[src/rtl/led_pkg.sv]
// Shared constants for the memory-mapped LED controller: channel mode encodings,
// register word offsets (DataAdr[6:2]) and CTRL bit positions.
package led_pkg;

  typedef enum logic [1:0] {
    LED_OFF    = 2'b00,
    LED_DIRECT = 2'b01,
    LED_BLINK  = 2'b10,
    LED_PWM    = 2'b11
  } led_mode_e;

  // Word offsets, i.e. byte offset >> 2.
  localparam logic [4:0] OFF_CTRL     = 5'd0;
  localparam logic [4:0] OFF_PRESCALE = 5'd1;
  localparam logic [4:0] OFF_DATA     = 5'd2;
  localparam logic [4:0] OFF_MODE     = 5'd3;
  localparam logic [4:0] OFF_DUTY0    = 5'd4;

  localparam int CTRL_EN  = 0;
  localparam int CTRL_CLR = 1;

endpackage

[src/rtl/mmio_led_ctrl_if.sv]
// CPU data-bus view of the LED peripheral: store strobe, address, store data,
// plus the combinational readback and window-hit returned to the CPU top.
interface mmio_led_ctrl_if;
  logic        MemWrite;
  logic [31:0] DataAdr;
  logic [31:0] WriteData;
  logic [31:0] ReadData;
  logic        hit;

  modport master (output MemWrite, DataAdr, WriteData, input ReadData, hit);
  modport slave  (input MemWrite, DataAdr, WriteData, output ReadData, hit);
endinterface

[src/rtl/led_timebase.sv]
// Shared timebase: programmable prescaler that ticks a free-running PWM counter,
// with a blink phase that flips each time the PWM counter wraps.
module led_timebase #(
  parameter int PRESC_W  = 24,
  parameter int PWM_BITS = 8
) (
  input  logic                clk,
  input  logic                reset,
  input  logic                en,
  input  logic                clr,
  input  logic [PRESC_W-1:0]  prescale,
  output logic [PWM_BITS-1:0] pwm_cnt,
  output logic                blink_ph
);

  logic [PRESC_W-1:0] presc_cnt;
  logic               tick;

  // ">=" rather than "==" so lowering PRESCALE below the count ticks at once.
  assign tick = en && (presc_cnt >= prescale);

  // NOTE: sequential state uses non-blocking assignments so every flop samples
  // pre-edge values regardless of block evaluation order.
  always_ff @(posedge clk) begin
    if (reset) begin
      presc_cnt <= '0;
      pwm_cnt   <= '0;
      blink_ph  <= 1'b0;
    end else if (clr) begin
      presc_cnt <= '0;
      pwm_cnt   <= '0;
      blink_ph  <= 1'b0;
    end else if (tick) begin
      presc_cnt <= '0;
      pwm_cnt   <= pwm_cnt + 1'b1;
      if (&pwm_cnt) blink_ph <= ~blink_ph;
    end else if (en) begin
      presc_cnt <= presc_cnt + 1'b1;
    end
  end

endmodule

[src/rtl/mmio_led_ctrl.sv]
// Memory-mapped LED/GPIO peripheral: CTRL/PRESCALE/DATA/MODE/DUTY registers,
// per-channel OFF/DIRECT/BLINK/PWM muxes, registered led. Define LED_READBACK_EN
// to enable register readback; otherwise ReadData is tied to 0.
module mmio_led_ctrl
  import led_pkg::*;
#(
  parameter int          N_LED     = 8,
  parameter logic [31:0] BASE_ADDR = 32'h0000_0400,
  parameter int          PRESC_W   = 24,
  parameter int          PWM_BITS  = 8
) (
  input  logic              clk,
  input  logic              reset,
  mmio_led_ctrl_if.slave    bus,
  output logic [N_LED-1:0]  led
);

  logic                 en_q;
  logic [PRESC_W-1:0]   prescale_q;
  logic [N_LED-1:0]     data_q;
  logic [2*N_LED-1:0]   mode_q;
  logic [PWM_BITS-1:0]  duty_q [N_LED];

  logic [4:0]           offset;
  logic                 wr;
  logic                 clr;
  logic [PWM_BITS-1:0]  pwm_cnt;
  logic                 blink_ph;
  logic [N_LED-1:0]     led_nxt;
  logic                 unused_bits;

  assign offset      = bus.DataAdr[6:2];
  assign bus.hit     = (bus.DataAdr[31:7] == BASE_ADDR[31:7]);
  assign wr          = bus.MemWrite && bus.hit;
  assign clr         = wr && (offset == OFF_CTRL) && bus.WriteData[CTRL_CLR];
  assign unused_bits = ^{bus.DataAdr[1:0], bus.WriteData};

  // NOTE: the DUTY array is a handful of flops, not a RAM, so it is reset
  // together with the other registers.
  always_ff @(posedge clk) begin
    if (reset) begin
      en_q       <= 1'b0;
      prescale_q <= '0;
      data_q     <= '0;
      mode_q     <= '0;
      for (int i = 0; i < N_LED; i++) duty_q[i] <= '0;
    end else if (wr) begin
      case (offset)
        OFF_CTRL:     en_q       <= bus.WriteData[CTRL_EN];
        OFF_PRESCALE: prescale_q <= bus.WriteData[PRESC_W-1:0];
        OFF_DATA:     data_q     <= bus.WriteData[N_LED-1:0];
        OFF_MODE:     mode_q     <= bus.WriteData[2*N_LED-1:0];
        default: begin
          for (int i = 0; i < N_LED; i++)
            if (offset == OFF_DUTY0 + 5'(i)) duty_q[i] <= bus.WriteData[PWM_BITS-1:0];
        end
      endcase
    end
  end

  led_timebase #(
    .PRESC_W  (PRESC_W),
    .PWM_BITS (PWM_BITS)
  ) u_timebase (
    .clk      (clk),
    .reset    (reset),
    .en       (en_q),
    .clr      (clr),
    .prescale (prescale_q),
    .pwm_cnt  (pwm_cnt),
    .blink_ph (blink_ph)
  );

  for (genvar g = 0; g < N_LED; g++) begin : g_chan
    led_mode_e mode;
    assign mode       = led_mode_e'(mode_q[2*g +: 2]);
    assign led_nxt[g] = (mode == LED_DIRECT) ? data_q[g] :
                        (mode == LED_BLINK)  ? (data_q[g] & blink_ph) :
                        (mode == LED_PWM)    ? (pwm_cnt < duty_q[g]) : 1'b0;
  end

  always_ff @(posedge clk) begin
    if (reset) led <= '0;
    else       led <= en_q ? led_nxt : '0;
  end

`ifdef LED_READBACK_EN
  logic [31:0] rdata;

  // NOTE: rdata gets a full default first so no path leaves it unassigned,
  // which would otherwise infer a latch.
  always_comb begin
    rdata = '0;
    if (bus.hit) begin
      case (offset)
        OFF_CTRL:     rdata[CTRL_EN]        = en_q;
        OFF_PRESCALE: rdata[PRESC_W-1:0]    = prescale_q;
        OFF_DATA:     rdata[N_LED-1:0]      = data_q;
        OFF_MODE:     rdata[2*N_LED-1:0]    = mode_q;
        default: begin
          for (int i = 0; i < N_LED; i++)
            if (offset == OFF_DUTY0 + 5'(i)) rdata[PWM_BITS-1:0] = duty_q[i];
        end
      endcase
    end
  end

  assign bus.ReadData = rdata;
`else
  assign bus.ReadData = '0;
`endif

endmodule
[src/flat_wrapper.sv]
// flat-port wrapper written by rule: the top's interface ports become plain ports
module mmio_led_ctrl_flat import led_pkg::*;
#(
  parameter int          N_LED     = 8,
  parameter logic [31:0] BASE_ADDR = 32'h0000_0400,
  parameter int          PRESC_W   = 24,
  parameter int          PWM_BITS  = 8
)
  (clk, reset, led, bus_MemWrite, bus_DataAdr, bus_WriteData, bus_ReadData, bus_hit);
  mmio_led_ctrl_if bus_i ();
  input  logic clk;
  input  logic reset;
  output logic [N_LED-1:0] led;
  input wire logic [$bits(bus_i.MemWrite)-1:0] bus_MemWrite;
  input wire logic [$bits(bus_i.DataAdr)-1:0] bus_DataAdr;
  input wire logic [$bits(bus_i.WriteData)-1:0] bus_WriteData;
  output wire logic [$bits(bus_i.ReadData)-1:0] bus_ReadData;
  output wire logic [$bits(bus_i.hit)-1:0] bus_hit;
  assign bus_i.MemWrite = bus_MemWrite;
  assign bus_i.DataAdr = bus_DataAdr;
  assign bus_i.WriteData = bus_WriteData;
  assign bus_ReadData = bus_i.ReadData;
  assign bus_hit = bus_i.hit;
  mmio_led_ctrl #(.N_LED(N_LED), .BASE_ADDR(BASE_ADDR), .PRESC_W(PRESC_W), .PWM_BITS(PWM_BITS)) u_core (.clk(clk), .reset(reset), .bus(bus_i), .led(led));
endmodule
[config.mk]
export PLATFORM = sky130hd
export DESIGN_NAME = mmio_led_ctrl_flat
export DESIGN_NICKNAME = d
export VERILOG_FILES = /design/src/rtl/led_pkg.sv /design/src/rtl/mmio_led_ctrl_if.sv /design/src/rtl/led_timebase.sv /design/src/rtl/mmio_led_ctrl.sv /design/src/flat_wrapper.sv
export SDC_FILE = /design/constraint.sdc
export NUM_CORES = 1
export LEC_CHECK = 0
export BUFFER_PORTS_ARGS = -buffer_cell sky130_fd_sc_hd__buf_2
export CAP_MARGIN = 10
export CELL_PAD_IN_SITES_DETAIL_PLACEMENT = 0
export CELL_PAD_IN_SITES_GLOBAL_PLACEMENT = 2
export CORE_ASPECT_RATIO = 0.6
export CORE_MARGIN = 2
export CORE_UTILIZATION = 36
export CTS_CLUSTER_SIZE = 12
export DETAILED_ROUTE_END_ITERATION = 8
export MAX_ROUTING_LAYER = met4
export PLACE_DENSITY = 0.84
export SYNTH_ARGS = -nofsm -noshare
export SYNTH_HDL_FRONTEND = slang
export SYNTH_SLANG_ARGS = --single-unit
[constraint.sdc]
create_clock -name clk -period 2.8 [get_ports clk]
set_input_delay 0.42 -clock clk [delete_from_list [all_inputs] [get_ports clk]]
set_output_delay 0.42 -clock clk [all_outputs]
set_load 0.01 [all_outputs]
After elaboration in Yosys (flattened, before gate mapping)
Memories as Yosys holds them, arrays and structs flattened.
Cells that the tools add are included.
W data, S select, Z words.
{"block": "word_totals", "regBits": 90, "ramBits": 64, "memories": 1, "inputBits": 67}
{"memory": "u_core.duty_q", "depth": 8, "width": 8, "rd": 8, "rd_ports_with_merged_regs": 0, "wr": 8, "line": "mmio_led_ctrl.sv:22", "rtl": "logic [PWM_BITS-1:0] duty_q [N_LED];"}
{"block": "op_classes", "add_sub_neg": 2, "reduce_logical": 14, "magnitude_cmp": 9, "bitwise_logic": 18, "n_mux": 74, "n_eq_ne": 36}
{"op": "$mux W1", "count": 66}
{"op": "$lt A8 B8 Y1", "count": 8}
{"op": "$mux W8", "count": 8}
{"op": "$eq A2 B2 Y1 const B", "count": 16}
{"op": "$eq A25 B4 Y1 const B", "count": 1}
{"op": "$add A24 B1 Y24 const B", "count": 1}
{"op": "$ge A24 B24 Y1", "count": 1}
{"op": "$eq A5 B3 Y1 const B", "count": 4}
{"op": "$eq A5 B4 Y1 const B", "count": 4}
{"op": "$eq A2 B1 Y1 const B", "count": 8}
{"op": "$eq A5 B2 Y1 const B", "count": 2}
{"op": "$reduce_and A9 Y1", "count": 1}
{"op": "$add A8 B1 Y8 const B", "count": 1}
{"op": "$and A1 B1 Y1", "count": 8}
{"op": "$or A1 B1 Y1", "count": 8}
{"op": "$reduce_and A2 Y1", "count": 4}
{"op": "$eq A5 B1 Y1 const B", "count": 1}
{"op": "$logic_not A5 Y1", "count": 1}
{"op": "$logic_and A1 B1 Y1", "count": 4}
{"op": "$reduce_or A2 Y1", "count": 2}
{"op": "$reduce_or A4 Y1", "count": 1}
{"op": "$reduce_or A3 Y1", "count": 1}
{"op": "$not A1 Y1", "count": 2}

Longest topological paths before layout
{"block": "logic_depth", "ltp_word": 7, "mapped_depth": 11, "depth_no_buf": 9}

Hierarchy
From an unflattened synthesis, not the netlist that was laid out.
{"block": "unflattened", "hier_cells": 907, "area_unflattened_um2": 8614.5}
{"mod": "mmio_led_ctrl", "cells_each": 641, "instances": 1, "area_per_inst_um2": 6424.9}
{"mod": "led_timebase", "cells_each": 266, "instances": 1, "area_per_inst_um2": 2189.6}

Worst setup path before layout
Ideal clock, no wire load.
{"block": "synth_path", "path_type": "register to register", "startpoint": "register u_core.u_timebase.presc_cnt[0]", "endpoint": "register u_core.u_timebase.presc_cnt[5]", "period_less_slack_ns": 2.410, "path_slack_ns": 0.390, "t_arrival_ns": 2.347, "path_buffers": 2, "path_stages_with_launch": 11, "path_cell_list": "dfxtp_1 > inv_1 > ha_1 > nand2b_1 > a2111o_1 > a311oi_1 > a211oi_2 > or3_1 > buf_2 > buf_6 > nor2_1"}
{"block": "synth_between", "elab_chain_cells": 3}
{"item": "start: declaration", "line": "led_timebase.sv:16", "rtl": "logic [PRESC_W-1:0] presc_cnt;"}
{"item": "start signal: assignment", "line": "led_timebase.sv:38", "rtl": "presc_cnt <= presc_cnt + 1'b1;"}
{"item": "$ge A24 B24 Y1", "line": "led_timebase.sv:20", "rtl": "assign tick = en && (presc_cnt >= prescale);"}
{"item": "$logic_and A1 B1 Y1", "line": "led_timebase.sv:20"}
{"item": "$reduce_or A3 Y1 (no line)"}
Several ways; a longest one is shown, not always the timed one.
A chain may end at the register's enable or synchronous reset.

Worst setup path in the final report
{"block": "layout_path", "startpoint": "register u_core.prescale_q[12]", "endpoint": "register u_core.u_timebase.pwm_cnt[7]"}
{"block": "layout_between", "elab_chain_cells": 2}
{"item": "start: declaration", "line": "mmio_led_ctrl.sv:19", "rtl": "logic [PRESC_W-1:0] prescale_q;"}
{"item": "start signal: assignment", "line": "mmio_led_ctrl.sv:50", "rtl": "OFF_PRESCALE: prescale_q <= bus.WriteData[PRESC_W-1:0];"}
{"item": "$ge A24 B24 Y1", "line": "led_timebase.sv:20"}
{"item": "$logic_and A1 B1 Y1", "line": "led_timebase.sv:20"}
{"item": "end signal: assignment", "line": "led_timebase.sv:35", "rtl": "pwm_cnt <= pwm_cnt + 1'b1;"}
{"item": "end: declaration", "line": "led_timebase.sv:12", "rtl": "output logic [PWM_BITS-1:0] pwm_cnt,"}
Every way passes these cells.

==> impl_results.md <==
- Status: completed
- Setup-failing EPs final: 0
- Count of cell types in the netlist: 46
- Die width: 198 µm
- Synth top area share: 0.236
- Clock network power share: 0.481
- Minimum clock period: 2680 ps
- Slowest CP cell: or4_1
- Htree depth: 4
- Vias in the first global route: 5720
- Ranking of synthesized cells by area: edfxtp_1, dfxtp_1, ha_1
- Placed cells: 1271
- Crit Path Category: flop to flop
- Post-synth top area cell: edfxtp_1
- Max Clock Freq: 373 MHz
- Reg power frac: 0.473
- Comb pwr share: 0.046
- Crit Path Max Fanout: 12
- Cell area after synthesis: 8140 µm²
- Layout cells sized above 1: 0.130
- Slew @ Worst Pin: 737 ps
- Area growth syn-to-layout: 16.2%
- Post-Route WL: 19.5 mm
- Largest net degree at the start of global routing: 34
- Psw: 1.12 mW
- Bufs on Longest Clock Path: 2
- Busiest grt layer: met1
- WP data arrival: 3050 ps
- Most common cell in the netlist: nand2_1
- Slowest Stage Delay on Critical Path: 530 ps
- Critical Path End Type: flop
- Worst skew pair latency: 440 ps
- Clock transition at path regs: 70 ps
- PwrDens: 536 nW/µm²
- Data required, critical path: 3170 ps
- HP Class: input port to flop
- Core area: 22100 µm²
- Routed Antenna Nets: 0
- Leakage power: 4.06 nW
- Met2 Use GR: 0.233
- P_int: 3.95 mW
- Place WS: 85.8 ps
- Final WS setup: 118 ps
- Clock Skew: 9.38 ps
- Drt pass-1 iters: 5
- Boundary pin count: 108
- Vert. Die Dim: 120 µm
- Total CTS buffers: 17
- Hold Violations, Final: 0
- First-pass GRT wire length: 31.1 mm
- Hold-fix buffers, CTS: 0
- Final Cell Area: 9460 µm²
- Final nets: 1131
- Mapped Cells: 900
- Main flop type after synthesis: dfxtp_1
- Post-DR wirelength/cell: 15.0 µm
- Overflow after GRT: 0
- Met3 Use GR: 0.0315
- Fin crit share: 0.958
- Max Cap Viol: 0
- Via count: 6082
- Initial antenna violation count: 0
- # DRC: 0
- Clock root buffer: clkbuf_16
- Initial drt markers: 297
- List of most frequent post-synthesis cells: nand2_1, nor2_1, inv_1
- Async set-reset flop share out of synthesis: 0
- CTS tree: yes
- Sw frac: 0.221
- Clock sinks: 154
- Detailed Place HPWL: 14.4 mm
- Startpoint Class: flop
- Die area: 23900 µm²
- Layout Cells excl Fill: 1303
- Syn Area/Cell: 9.05 µm²
- Maximum vdd drop: 394 µV
- # resized after CTS: 0
- Critical path's most frequent cell: buf_4
- Sequential share of the synthesized area: 0.457
- Initial core utilization: 0.368
- PortBufs: 65
- Setup bufs post-CTS: 0
- FP Rows: 42
- CP cell instances: inv_1 -> ha_1 -> nand4_4 -> nor4_2 -> a311oi_2 -> buf_4 -> a211oi_4 -> nor2_2 -> buf_4 -> or4_1 -> a21oi_2
- # diodes: 0
- DP Area: 8790 µm²
- Final Max Slew Viols: 0
- Yosys reg bits: 154
- FILL cells: 2202
- Met1 Usage GRT: 0.273
- Gpl congestion: 0.789
- RSZ-0062 raised after global routing: true
- Post-synth EDFFs: 64
- Max_slew headroom: 0.508
- GRT Total Usage: 0.179
- YS warnings: 0
- Vias per cell: 4.67
## placed cells by master (no fill, tap or decap), types with 10 or more instances in the layout
| master | netlist | routed |
|---|---|---|
| clkbuf_16 | 0 | 17 |
| nand2_1 | 138 | 138 |
| o21ai_0 | 29 | 29 |
| xnor2_1 | 10 | 10 |
| nand2b_1 | 24 | 24 |
| buf_2 | 3 | 65 |
| edfxtp_1 | 64 | 64 |
| xor2_1 | 16 | 16 |
| inv_1 | 92 | 92 |
| a21oi_1 | 68 | 67 |
| ha_1 | 82 | 79 |
| mux2i_1 | 17 | 17 |
| conb_1 | 1 | 32 |
| buf_4 | 36 | 23 |
| dfxtp_1 | 90 | 90 |
| nor2_1 | 112 | 112 |
| nand3_1 | 13 | 13 |
## worst paths after layout
kind                         startpoint                      endpoint  slack (ps)  cells after the start
setup / recovery  u_core.prescale_q[12]  u_core.u_timebase.pwm_cnt[7]         120                     11
hold / removal        bus_WriteData[17]         u_core.prescale_q[17]         220                      3
setup reg to reg  u_core.prescale_q[12]  u_core.u_timebase.pwm_cnt[7]         120                     11
hold reg to reg    u_core.prescale_q[3]          u_core.prescale_q[3]         450                      2
## stage by stage
stage	hold WS (ps)	power [mW]	setup TNS (ps)	util
finish	223	5.07	0	0.428
global route	222	5.25	-87.7	0.428
CTS	213	5.12	0	0.425
detailed placement	444	2.68	0	0.397
global placement	440	2.68	0	0.397
floorplan	432	2.61	0	-
## cells by family (layout without fill, tap and decap cells)
kind of cell,count (synthesis),count (layout),share of synthesized area
adder cells (fa/ha/maj),82,82,0.126
multiplexers,17,17,0.0209
AND/OR/NAND/NOR,344,344,0.188
AO/OA/AOI/OAI,127,127,0.0908
flip-flops,154,154,0.457
other,1,32,0.000461
buffers and inverters,149,213,0.0885
XOR/XNOR,26,26,0.0280
## sequential cells by signal (all words and copies together), names as in the netlist
name                         count
u_core.duty_q                   64
u_core.u_timebase.blink_ph       1
u_core.prescale_q               24
u_core.mode_q                   16
u_core.u_timebase.presc_cnt     24
u_core.led                       8
u_core.u_timebase.pwm_cnt        8
u_core.en_q                      1
u_core.data_q                    8
## worst max-delay path, delay by kind of cell, from the launching register on
kind / cells / cell delay, ps
adders and majority gates: 1 / 310
AOI/OAI and AO/OA: 3 / 580
and+or+nand+nor: 4 / 1020
buffers and inverters: 3 / 390
DFF: 1 / 320
## routing by layer
metal	up-vias	share of wire
li1	3117	-
met1	2810	0.55
met2	139	0.39
met3	16	0.049
met4	0	0.013
met5	-	0
## final cells by class
cell class	instances	area, µm²	share of cell area
clock buffers	20	437	0.0461
clock inverters	12	171	0.0181
inverters	92	345	0.0365
multi-input cells	628	3880	0.410
flip-flops and latches	154	3720	0.393
well taps	308	385	0.0407
repair buffers	89	518	0.0547
## power by group through the flow
stage	clock network (mW)	logic (mW)	registers, mW
after global routing	2.58	0.262	2.41
after global placement	0	0.229	2.45
after floorplan	0	0.163	2.45
after CTS	2.49	0.234	2.40
after detailed placement	0	0.233	2.45
final	2.44	0.231	2.40
No activity file was read; power rests on OpenSTA's default activity.
